### src/rtl/spi_byte_slave.sv
// Mode-0 SPI slave byte engine: oversamples SCK/CS_N/MOSI in the clk domain,
// assembles MSB-first words and shifts a one-entry transmit buffer out on MISO.
module spi_byte_slave #(
    parameter int DATA_W      = 8,
    parameter int SYNC_STAGES = 2
) (
    input  logic              clk,
    input  logic              rst_n,
    input  logic              sck,
    input  logic              cs_n,
    input  logic              mosi,
    output logic              miso,
    output logic [DATA_W-1:0] rx_data,
    output logic              rx_valid,
    input  logic [DATA_W-1:0] tx_data,
    input  logic              tx_load,
    output logic              tx_ready,
    output logic              tx_underrun,
    output logic              frame_active,
    output logic [7:0]        byte_count
);

    localparam int CNT_W = $clog2(DATA_W);

    typedef enum logic {
        IDLE,
        SHIFT
    } state_t;

    state_t state_q, state_d;

    logic [SYNC_STAGES-1:0] sck_sync_q, sck_sync_d;
    logic [SYNC_STAGES-1:0] cs_sync_q, cs_sync_d;
    logic [SYNC_STAGES-1:0] mosi_sync_q, mosi_sync_d;
    logic                   sck_dly_q, sck_dly_d;
    logic                   cs_n_dly_q, cs_n_dly_d;

    logic [CNT_W-1:0]  bit_cnt_q, bit_cnt_d;
    logic [DATA_W-1:0] rx_shift_q, rx_shift_d;
    logic [DATA_W-1:0] tx_shift_q, tx_shift_d;
    logic [DATA_W-1:0] rx_data_q, rx_data_d;
    logic              rx_valid_q, rx_valid_d;
    logic [7:0]        byte_count_q, byte_count_d;
    logic              word_done_q, word_done_d;
    logic [DATA_W-1:0] tx_buf_q, tx_buf_d;
    logic              tx_full_q, tx_full_d;
    logic              tx_underrun_q, tx_underrun_d;

    logic sck_s, cs_n_s, mosi_s;
    logic sck_rise, sck_fall, cs_fall, cs_rise;
    logic start, abort, in_shift, consume;

    assign sck_s  = sck_sync_q[SYNC_STAGES-1];
    assign cs_n_s = cs_sync_q[SYNC_STAGES-1];
    assign mosi_s = mosi_sync_q[SYNC_STAGES-1];

    assign sck_rise = sck_s & ~sck_dly_q;
    assign sck_fall = ~sck_s & sck_dly_q;
    assign cs_fall  = ~cs_n_s & cs_n_dly_q;
    assign cs_rise  = cs_n_s & ~cs_n_dly_q;

    always_comb begin
        sck_sync_d  = {sck_sync_q[SYNC_STAGES-2:0], sck};
        cs_sync_d   = {cs_sync_q[SYNC_STAGES-2:0], cs_n};
        mosi_sync_d = {mosi_sync_q[SYNC_STAGES-2:0], mosi};
        sck_dly_d   = sck_s;
        cs_n_dly_d  = cs_n_s;
    end

    always_ff @(posedge clk or negedge rst_n) begin
        if (!rst_n) begin
            sck_sync_q  <= '0;
            cs_sync_q   <= '1;
            mosi_sync_q <= '0;
            sck_dly_q   <= 1'b0;
            cs_n_dly_q  <= 1'b1;
        end else begin
            sck_sync_q  <= sck_sync_d;
            cs_sync_q   <= cs_sync_d;
            mosi_sync_q <= mosi_sync_d;
            sck_dly_q   <= sck_dly_d;
            cs_n_dly_q  <= cs_n_dly_d;
        end
    end

    always_ff @(posedge clk or negedge rst_n) begin
        if (!rst_n) begin
            state_q <= IDLE;
        end else begin
            state_q <= state_d;
        end
    end

    always_comb begin
        state_d = state_q;
        case (state_q)
            IDLE:    if (cs_fall) state_d = SHIFT;
            SHIFT:   if (cs_rise) state_d = IDLE;
            default: state_d = IDLE;
        endcase
    end

    always_comb begin
        frame_active = (state_q == SHIFT);
        miso         = frame_active & tx_shift_q[DATA_W-1];
    end

    // cs_rise takes priority: any sck edge seen in the same cycle is dropped
    assign start    = (state_q == IDLE) && cs_fall;
    assign abort    = (state_q == SHIFT) && cs_rise;
    assign in_shift = (state_q == SHIFT) && !cs_rise;
    assign consume  = start || (in_shift && sck_fall && word_done_q);

    always_comb begin
        bit_cnt_d     = bit_cnt_q;
        rx_shift_d    = rx_shift_q;
        tx_shift_d    = tx_shift_q;
        rx_data_d     = rx_data_q;
        rx_valid_d    = 1'b0;
        byte_count_d  = byte_count_q;
        word_done_d   = word_done_q;
        tx_buf_d      = tx_buf_q;
        tx_full_d     = tx_full_q;
        tx_underrun_d = 1'b0;

        if (start) begin
            bit_cnt_d    = '0;
            byte_count_d = '0;
            rx_shift_d   = '0;
            word_done_d  = 1'b0;
        end

        if (abort) begin
            bit_cnt_d   = '0;
            word_done_d = 1'b0;
            tx_shift_d  = '0;
        end

        if (in_shift && sck_rise) begin
            rx_shift_d = {rx_shift_q[DATA_W-2:0], mosi_s};
            if (bit_cnt_q == CNT_W'(DATA_W - 1)) begin
                rx_data_d   = {rx_shift_q[DATA_W-2:0], mosi_s};
                rx_valid_d  = 1'b1;
                bit_cnt_d   = '0;
                word_done_d = 1'b1;
                if (byte_count_q != 8'hFF) begin
                    byte_count_d = byte_count_q + 8'd1;
                end
            end else begin
                bit_cnt_d = bit_cnt_q + CNT_W'(1);
            end
        end

        if (in_shift && sck_fall) begin
            if (word_done_q) begin
                word_done_d = 1'b0;
            end else begin
                tx_shift_d = {tx_shift_q[DATA_W-2:0], 1'b0};
            end
        end

        // A load that lands while the buffer is being drained only sticks if it was empty
        if (consume) begin
            tx_shift_d    = tx_full_q ? tx_buf_q : '0;
            tx_underrun_d = !tx_full_q;
        end

        if (consume && tx_full_q) begin
            tx_full_d = 1'b0;
        end else if (tx_load && !tx_full_q) begin
            tx_full_d = 1'b1;
            tx_buf_d  = tx_data;
        end
    end

    always_ff @(posedge clk or negedge rst_n) begin
        if (!rst_n) begin
            bit_cnt_q     <= '0;
            rx_shift_q    <= '0;
            tx_shift_q    <= '0;
            rx_data_q     <= '0;
            rx_valid_q    <= 1'b0;
            byte_count_q  <= '0;
            word_done_q   <= 1'b0;
            tx_buf_q      <= '0;
            tx_full_q     <= 1'b0;
            tx_underrun_q <= 1'b0;
        end else begin
            bit_cnt_q     <= bit_cnt_d;
            rx_shift_q    <= rx_shift_d;
            tx_shift_q    <= tx_shift_d;
            rx_data_q     <= rx_data_d;
            rx_valid_q    <= rx_valid_d;
            byte_count_q  <= byte_count_d;
            word_done_q   <= word_done_d;
            tx_buf_q      <= tx_buf_d;
            tx_full_q     <= tx_full_d;
            tx_underrun_q <= tx_underrun_d;
        end
    end

    assign rx_data     = rx_data_q;
    assign rx_valid    = rx_valid_q;
    assign tx_ready    = ~tx_full_q;
    assign tx_underrun = tx_underrun_q;
    assign byte_count  = byte_count_q;

endmodule

### config.mk
export PLATFORM = sky130hd
export DESIGN_NAME = spi_byte_slave
export DESIGN_NICKNAME = d
export VERILOG_FILES = /design/src/rtl/spi_byte_slave.sv
export SDC_FILE = /design/constraint.sdc
export NUM_CORES = 1
export LEC_CHECK = 0
export CORE_MARGIN = 2
export CORE_UTILIZATION = 40
export CTS_CLUSTER_SIZE = 14
export DETAILED_ROUTE_END_ITERATION = 12
export GPL_TIMING_DRIVEN = 0
export SLEW_MARGIN = 25
export SYNTH_ARGS = -nofsm -noshare
export SYNTH_HDL_FRONTEND = slang
export SYNTH_SLANG_ARGS = --single-unit
export TNS_END_PERCENT = 10
### constraint.sdc
create_clock -name clk -period 2.8 [get_ports clk]
set_input_delay 0.56 -clock clk [delete_from_list [all_inputs] [get_ports clk]]
set_output_delay 0.56 -clock clk [all_outputs]
set_load 0.005 [all_outputs]
Word level (Yosys, flattened, before mapping):

Index checks and enable logic that the tools add are counted.
Widths: inputs -> output; s select.

* input bits: 14
* bits in registers: 55
* word-level logic and storage cells: 77
* output and inout bits: 21

* reduce and logical (&&, ||, !) cells: 16
* bitwise gates (word level): 12
* equality and inequality tests: 2
* mux-type cells: 29
* add/subtract/negate cells: 2

Operator list (count)
* $mux 8: 9
* $mux 7: 2
* $mux 1: 13
* $mux 3: 4
* $add 8x1->8 const B: 1
* $logic_and 1x1->1: 8
* $ne 8x8->1 const B: 1
* $not 1->1: 7
* $and 1x1->1: 5
* $reduce_and 2->1: 2
* $reduce_bool 2->1: 2
* $add 3x1->3 const B: 1
* $eq 3x3->1 const B: 1
* $reduce_bool 3->1: 1
* $logic_not 1->1: 2
* $pmux 1 s2: 1
* $logic_or 1x1->1: 1

Logic depth before layout (Yosys ltp):

Gate-level depths: netlist of the first run.

* depth in word-level cells: 10
* mapped depth: 7
* gate-level depth less buffers: 7

Least setup slack after synthesis of the first run:

No wires, ideal clock.

* kind: register to register
* start: register bit_cnt_q[0]
* end: register byte_count_q[3] (netlist: byte_count[3])
* stages on the path, launching flop included: 8
* arrival: 1.565 ns
* data required time: 2.674 ns
* setup slack: 1.109 ns
* period minus slack after synthesis: 1.691 ns
* buffers on the path: 1
* library setup time: 0.126 ns
* cell sequence: dfrtp_1 > ha_1 > ha_1 > and3b_1 > nand3_4 > buf_6 > o211a_1 > a311o_1

* word-level cells in the longest chain between the ends: 3

Ends and longest elaborated chain
* start: declaration: RTL line 38 `logic [CNT_W-1:0] bit_cnt_q, bit_cnt_d;`
* start signal: assignment: RTL line 189 `bit_cnt_q <= bit_cnt_d;`
* $eq 3x3->1: RTL line 141 `if (bit_cnt_q == CNT_W'(DATA_W - 1)) begin`
* $mux 8: RTL line 141
* $mux 8: RTL line 139 `if (in_shift && sck_rise) begin`
* named net byte_count_d[3]: RTL line 43 `logic [7:0] byte_count_q, byte_count_d;`
* end signal: assignment: RTL line 194 `byte_count_q <= byte_count_d;`
* end: declaration: RTL line 43

The timed path passes the listed nets, and every way through them passes these cells.
A chain may end at the register's enable or synchronous reset.

Final worst setup path of the first run:

* start: register tx_full_q
* end: output port tx_ready

* word-level cells in the longest chain between the ends: 1

Ends and longest elaborated chain
* start: declaration: RTL line 46 `logic tx_full_q, tx_full_d;`
* start signal: assignment: RTL line 197 `tx_full_q <= tx_full_d;`
* $not 1->1: RTL line 204 `assign tx_ready = ~tx_full_q;`
* end: declaration: RTL line 17 `output logic tx_ready,`

Every way passes these cells.

==> results by group, run 1 <==
Status
  • Run status: finished clean

Timing
  • Final hold vios: 0
  • Least-Margin Pin Slew: around 0.85 ns
  • Final Hold Slack: between 0.09 and 0.1 ns
  • Post-route clock period utilization: about three quarters
  • Number of failing setup endpoints in the final timing report: 0
  • Unrepaired setup endpoints after global routing: false
  • Worst slew margin: 43.0%
  • Number of pins with negative max-slew slack in the final report: 0
  • Max frequency: 470 MHz
  • Final critical path time including I/O delays and setup: about 2.1 ns
  • Clock skew after layout: ~0.015 ns

Worst setup path
  • Worst-path maximum fanout: 10
  • R2r setup slk: a little over 1 ns
  • Crit start category: flop
  • Critical Path RT: roughly 2.2 ns
  • Cell depth of the worst flop-to-flop path: 7
  • Endpoint of the worst-slack reg-to-reg timing path: byte_count[3]$_DFF_PN0_
  • Category of the most critical setup path: flop to output pin
  • Type of element capturing the critical path: output pin
  • FF-to-FF Start: bit_cnt_q[0]$_DFFE_PN0P_
  • Data arrival time of the critical path: 1.57 ns

Synthesis
  • Most instantiated library cell after synthesis: dfrtp_1
  • Ranking of synthesized cells by area: dfrtp_1, mux2_2, mux2i_1
  • Synthesized flop and latch total: 55
  • Most numerous cell types in the synthesized netlist: dfrtp_1, nand2_1, mux2i_1
  • YS warnings: 0
  • Mean cell area of the mapped netlist: roughly 12 um2
  • Synth top area share: a little over half
  • Ys async rst share: between 90% and 100%
  • Number of flops mapped to enable cells by yosys: 0
  • Net count of the mapped netlist: about 220
  • Sequential element share of the synthesized area: a little under three fifths
  • Main synth FF type: dfrtp_1
  • Number of library cell types mapped by synthesis: 43
  • Most area-hungry cell type in the Yosys netlist: dfrtp_1
  • Synth Cell Area: 2420 um2
  • Cell count after synthesis: between 200 and 250

Die
  • Initial cell density of the core: 41.1%
  • Top-Level Pins: 35
  • Die extent in y: 81.8 um
  • Die outline area: 6690 um2
  • Core area: slightly below 6000 um2
  • Chip width: 81.8 um
  • Site row count: 28

Clock network
  • Number of clock sinks seen by CTS: 55
  • Clock tree from TritonCTS: done
  • Maximum root-to-sink buffer count: 2
  • Hold buffers post-CTS: 0
  • Cts repair resizes: 0
  • Buffer type at the clock tree root: clkbuf_8
  • Number of buffers added by the clock tree synthesis step: 5
  • Clock-pin slew reported for the worst setup and hold paths after clock tree synthesis: roughly 0.10 ns
  • Post-CTS Setup Inserts: 0
  • Source-to-sink clock delay at the later pin of the worst-skew pair: between 0.3 and 0.4 ns
  • H-Tree Depth: 2

Placement
  • Number of I/O port buffers: 34
  • HPWL after DPL: around 3000 um
  • Final GP Congestion: just under 0.8

Pwr
  • Sw Share: approximately a quarter
  • Gate power share: between 10% and 20%
  • Total power divided by cell area: about 640 nW/um2
  • Worst IR Drop VDD: around 0.39 mV
  • Reported net switching power: between 400 and 500 uW
  • Final total power: 1900 uW
  • Sequential share of power: a little over half
  • Lkg Pwr: between 0.001 and 0.0015 uW
  • Relative contribution of the clock network to total power: about 29%
  • Int Pwr: approximately 1400 uW

Detailed routing
  • Routed WL: between 4000 and 5000 um
  • Post-detailed-route count of antenna-violating nets: 0
  • Detailed-route via count: ~1.6k
  • Number of DRC violations after detailed routing: 0
  • Number of optimization iterations in the first detailed-route pass: 4
  • Via density: about 5.0
  • Iter 0 DRT Violations: a little over 60
  • Post-detailed-route wirelength per cell: 13.4 um

Cells and area
  • Total number of nets in the final design: 263
  • ANT cells: 0
  • Area growth from synthesis to final layout: 23.5%
  • Layout cell share with drive strength beyond 1: between 10% and 20%
  • Number of filler instances in the final layout: ~540

Global route
  • Wire length of the first global-routing pass: roughly 7300 um
  • Via count of the first global-routing pass: roughly 1.5k
  • Number of antenna violations at the first check in global routing: 0
  • Total grt overflow: 0
  • Global-route usage over all layers: approximately 14%
  • Maximum number of pins on one net before global-route repair: 40

Job
  • MaxCap Viol Count: 0

Worst hold path
  • Path class of the lowest-slack min-delay path: primary input to asynchronous set/reset pin
-- metal layers --
metal	wire length, um	share of wire [%]	global-route usage (%)
met5	0	0	0
met4	69	1.6	5.50
met3	174	4.0	3.30
met2	1940	45	21.4
met1	2140	49	20.1
-- critical path, cell delays in order, from the launching register on --
cell	delay, ns
dfrtp_1	0.38
clkbuf_1	0.36
inv_1	0.07
clkdlybuf4s50_1	0.45
-- registers in the layout, indices dropped and copies added (netlist names), 3 cells and up --
name,cells
rx_shift_q,7
byte_count,8
tx_shift_q,8
tx_buf_q,8
rx_data,8
bit_cnt_q,3
-- worst max-delay path by stage --
stage                             start                      end  slack [ns]
6_report          tx_full_q$_DFFE_PN0P_                 tx_ready        0.67
5_1_grt           tx_full_q$_DFFE_PN0P_                 tx_ready        0.53
4_1_cts           tx_full_q$_DFFE_PN0P_                 tx_ready        0.65
3_5_place_dp                    tx_load  tx_buf_q[3]$_DFFE_PN0P_        0.75
3_3_place_gp                      rst_n  tx_buf_q[0]$_DFFE_PN0P_       -0.57
2_1_floorplan  bit_cnt_q[0]$_DFFE_PN0P_  byte_count[3]$_DFF_PN0_        1.11
-- placed cells by master, fill, tap and decap left out, types with 3 or more instances in the layout --
cell,count
nor3_1,3
dfrtp_1,52
o211ai_1,3
ha_1,3
clkbuf_8,6
nor2_1,5
dfstp_2,3
clkdlybuf4s50_1,33
o21ai_0,6
buf_2,3
mux2_2,16
nand2_1,28
nand3_1,10
and2_1,9
inv_1,8
mux2i_1,17
xnor2_1,3
-- stage by stage --
step / instances / TNS [ns] / area (um2) / setup slack, ns / utilization (%)
floorplan: 204 / 0 / 2420 / 1.11 / -
global placement: 313 / -29.55 / 2860 / -0.572 / 48.5
detailed placement: 314 / 0 / 2870 / 0.746 / 48.8
CTS: 322 / 0 / 2990 / 0.651 / 50.8
global route: 322 / 0 / 2990 / 0.532 / 50.8
finish: 322 / 0 / 2990 / 0.674 / 50.8
-- kinds of logic after synthesis --
family          Yosys count  share of synthesized area (%)
buf+inv                  15                           2.95
mux                      33                           14.5
xor+xnor                  4                           1.45
simple gates             72                           16.3
flops                    55                           57.0
fa+ha+maj                 3                           1.55
compound gates           22                           6.31
-- power groups by stage --
stage	logic [uW]	clock network (uW)	registers, uW
after floorplan	252	0	995
after global placement	350	0	1020
after detailed placement	357	0	1020
after CTS	360	559	1000
after global routing	408	593	1020
final	354	545	1000
-- cell type report --
| type | instances | area, um2 | area share, % |
|---|---|---|---|
| clock buffers | 6 | 82.6 | 2.76 |
| inverters | 8 | 30.0 | 1.00 |
| repair buffers | 35 | 358 | 12.0 |
| multi-input cells | 134 | 970 | 32.4 |
| flip-flops and latches | 55 | 1380 | 46.2 |
| plain buffers | 7 | 41.3 | 1.38 |
| clock inverters | 2 | 35.0 | 1.17 |
| well taps | 75 | 93.8 | 3.14 |
Power figures use the tool's default switching activity.
==> inputs of run 2 (changes only) <==
==> constraint.sdc (replaced) <==
create_clock -name clk -period 1.7 [get_ports clk]
set_input_delay 0.34 -clock clk [delete_from_list [all_inputs] [get_ports clk]]
set_output_delay 0.34 -clock clk [all_outputs]
set_load 0.005 [all_outputs]
==> results by group, run 2 (synthesized netlist as in run 1, its figures left out) <==
Worst setup path
  • Critical Path RT: roughly 1.9 ns
  • Crit start category: flop
  • Endpoint of the worst-slack reg-to-reg timing path: byte_count[3]$_DFF_PN0_
  • FF-to-FF Start: bit_cnt_q[0]$_DFFE_PN0P_
  • Type of element capturing the critical path: flop
  • Data arrival time of the critical path: around 1.9 ns
  • Capturing element of the worst setup path: byte_count[3]$_DFF_PN0_
  • Cell at the slowest stage of the critical path: dfrtp_1
  • Critical path launch point: bit_cnt_q[0]$_DFFE_PN0P_
  • R2r setup slk: -0.03 ns
  • Cell depth of the worst flop-to-flop path: 7
  • Category of the most critical setup path: flop to flop
  • Worst-path maximum fanout: 5
  • Cells along the critical path: ha_2 -> ha_4 -> and3b_2 -> nand3_4 -> buf_8 -> o211a_1 -> a311o_1
  • Max stage delay on crit path: about 0.37 ns

Timing
  • Least-Margin Pin Slew: roughly 0.55 ns
  • Final hold vios: 0
  • Number of failing setup endpoints in the final timing report: 5
  • Clock skew after layout: 0.0186 ns
  • Worst slew margin: between 60% and 70%
  • Post-route clock period utilization: 102%
  • Crit path setup slack, layout: -0.0271 ns
  • Final critical path time including I/O delays and setup: roughly 1.7 ns
  • Number of pins with negative max-slew slack in the final report: 0
  • Max frequency: 579 MHz
  • Unrepaired setup endpoints after global routing: true

Clock network
  • H-Tree Depth: 2
  • Number of clock sinks seen by CTS: 55
  • Clock-pin slew reported for the worst setup and hold paths after clock tree synthesis: ~0.11 ns
  • Buffer type at the clock tree root: clkbuf_8
  • Clock tree from TritonCTS: done
  • Source-to-sink clock delay at the later pin of the worst-skew pair: 0.31 ns
  • Number of buffers added by the clock tree synthesis step: 5
  • Maximum root-to-sink buffer count: 2

Cells and area
  • Total number of nets in the final design: roughly 270
  • Commonest cells after routing, fill and taps aside: dfrtp_1, clkdlybuf4s50_1, nand2_1
  • Post-route cell area: around 3200 um2
  • Area growth from synthesis to final layout: 31.1%
  • Layout cell share with drive strength beyond 1: 21.4%
  • Leading cell type in the layout, fill and taps excluded: dfrtp_1
  • Post-route core utilization: 53.9%
  • Number of standard cells in the final layout excluding fillers: roughly 330
  • ANT cells: 0

Global route
  • Number of antenna violations at the first check in global routing: 0
  • Maximum number of pins on one net before global-route repair: 40
  • Global-route usage over all layers: between 10 and 15%
  • Via count of the first global-routing pass: ~1.6k
  • Total grt overflow: 0
  • Wire length of the first global-routing pass: 7430 um

Worst hold path
  • Depth of the worst hold-timing path: 0
  • Path class of the lowest-slack min-delay path: flop to flop

Die
  • Initial cell density of the core: roughly two fifths
  • Core area: around 5900 um2
  • Chip width: just over 80 um
  • Die extent in y: just over 80 um
  • Top-Level Pins: 35
  • Site row count: 28
  • Die outline area: around 6700 um2

Detailed routing
  • Number of optimization iterations in the first detailed-route pass: 4
  • Via density: between 5 and 6
  • Post-detailed-route wirelength per cell: 14.4 um
  • Routed WL: approximately 4800 um
  • Post-detailed-route count of antenna-violating nets: 0
  • Number of DRC violations after detailed routing: 0
  • Iter 0 DRT Violations: ~110
  • Detailed-route via count: between 1.5k and 2k

Placement
  • Number of I/O port buffers: 34
  • Cell Area, Placed: 2870 um2
  • HPWL after DPL: approximately 3000 um
  • Final GP Congestion: ~0.8
  • Instance count after placement with tap cells included: ~310
  • Minimum setup slack after placement: -0.134 ns

Status
  • Failing checks: setup timing
  • Run status: finished with violations

Pwr
  • Lkg Pwr: between 0.0015 and 0.002 uW
  • Worst IR Drop VDD: 0.594 mV
  • Total power divided by cell area: between 1000 and 1500 nW/um2
  • Final total power: between 3000 and 4000 uW

Job
  • MaxCap Viol Count: 0
-- run 2: critical path, delay by kind of cell, from the launching register on --
| family | cells | cell delay [ns] |
|---|---|---|
| compound gates | 2 | 0.45 |
| flops | 1 | 0.37 |
| fa+ha+maj | 2 | 0.34 |
| simple gates | 2 | 0.31 |
| buf+inv | 1 | 0.15 |
-- run 2: power breakdown --
group | internal (uW) | leakage, uW | switching, uW
sequential | 1530 | 0.000714 | 127
clock | 478 | 0.0000612 | 437
combinational | 357 | 0.000792 | 272
-- run 2: timing repair --
item                                    4_1_cts  5_1_grt
gates resized for setup                       8       17
buffers inserted                              4        3
gates cloned                                  0        2
endpoints found under the hold margin        15        0
endpoints found under the setup margin       19       29
hold buffers                                  1        0
pin swaps                                     0        6
-- run 2: per-stage QoR --
step	hold WS [ns]	setup TNS [ns]
after floorplan	0.0444	0
after global placement	0.332	-79.12
after detailed placement	0.224	-1.39
after CTS	0.356	-0.227
after global routing	0.363	-1.24
final	0.353	-0.0626
-- run 2: how the worst min path moves through the flow --
stage / start / endpoint / slack [ns]
floorplan: rst_n / bit_cnt_q[0]$_DFFE_PN0P_ / 0.04
global placement: mosi_sync_q[0]$_DFF_PN0_ / mosi_sync_q[1]$_DFF_PN0_ / 0.33
detailed placement: rst_n / byte_count[6]$_DFF_PN0_ / 0.22
CTS: sck_sync_q[0]$_DFF_PN0_ / sck_sync_q[1]$_DFF_PN0_ / 0.36
global route: sck_sync_q[0]$_DFF_PN0_ / sck_sync_q[1]$_DFF_PN0_ / 0.36
finish: mosi_sync_q[0]$_DFF_PN0_ / mosi_sync_q[1]$_DFF_PN0_ / 0.35
-- run 2: area by class of cell --
| type | count | area (um2) |
|---|---|---|
| multi-input combinational | 134 | 1030 |
| sequential | 55 | 1380 |
| clock inverter | 2 | 35.0 |
| tap | 75 | 93.8 |
| timing repair buffer | 45 | 460 |
| fill | 530 | 2710 |
| clock buffer | 6 | 82.6 |
| inverter | 8 | 30.0 |
| buffer | 7 | 63.8 |
-- run 2: metal layers --
layer / part of all wire [%] / routed length (um) / vias to the layer above / GRT usage (%)
li1: - / - / 812 / -
met5: 0 / 0 / - / 0
met2: 43 / 2070 / 44 / 21.4
met4: 1.4 / 69 / 0 / 5.50
met1: 51 / 2440 / 831 / 21.1
met3: 4.2 / 201 / 6 / 3.30
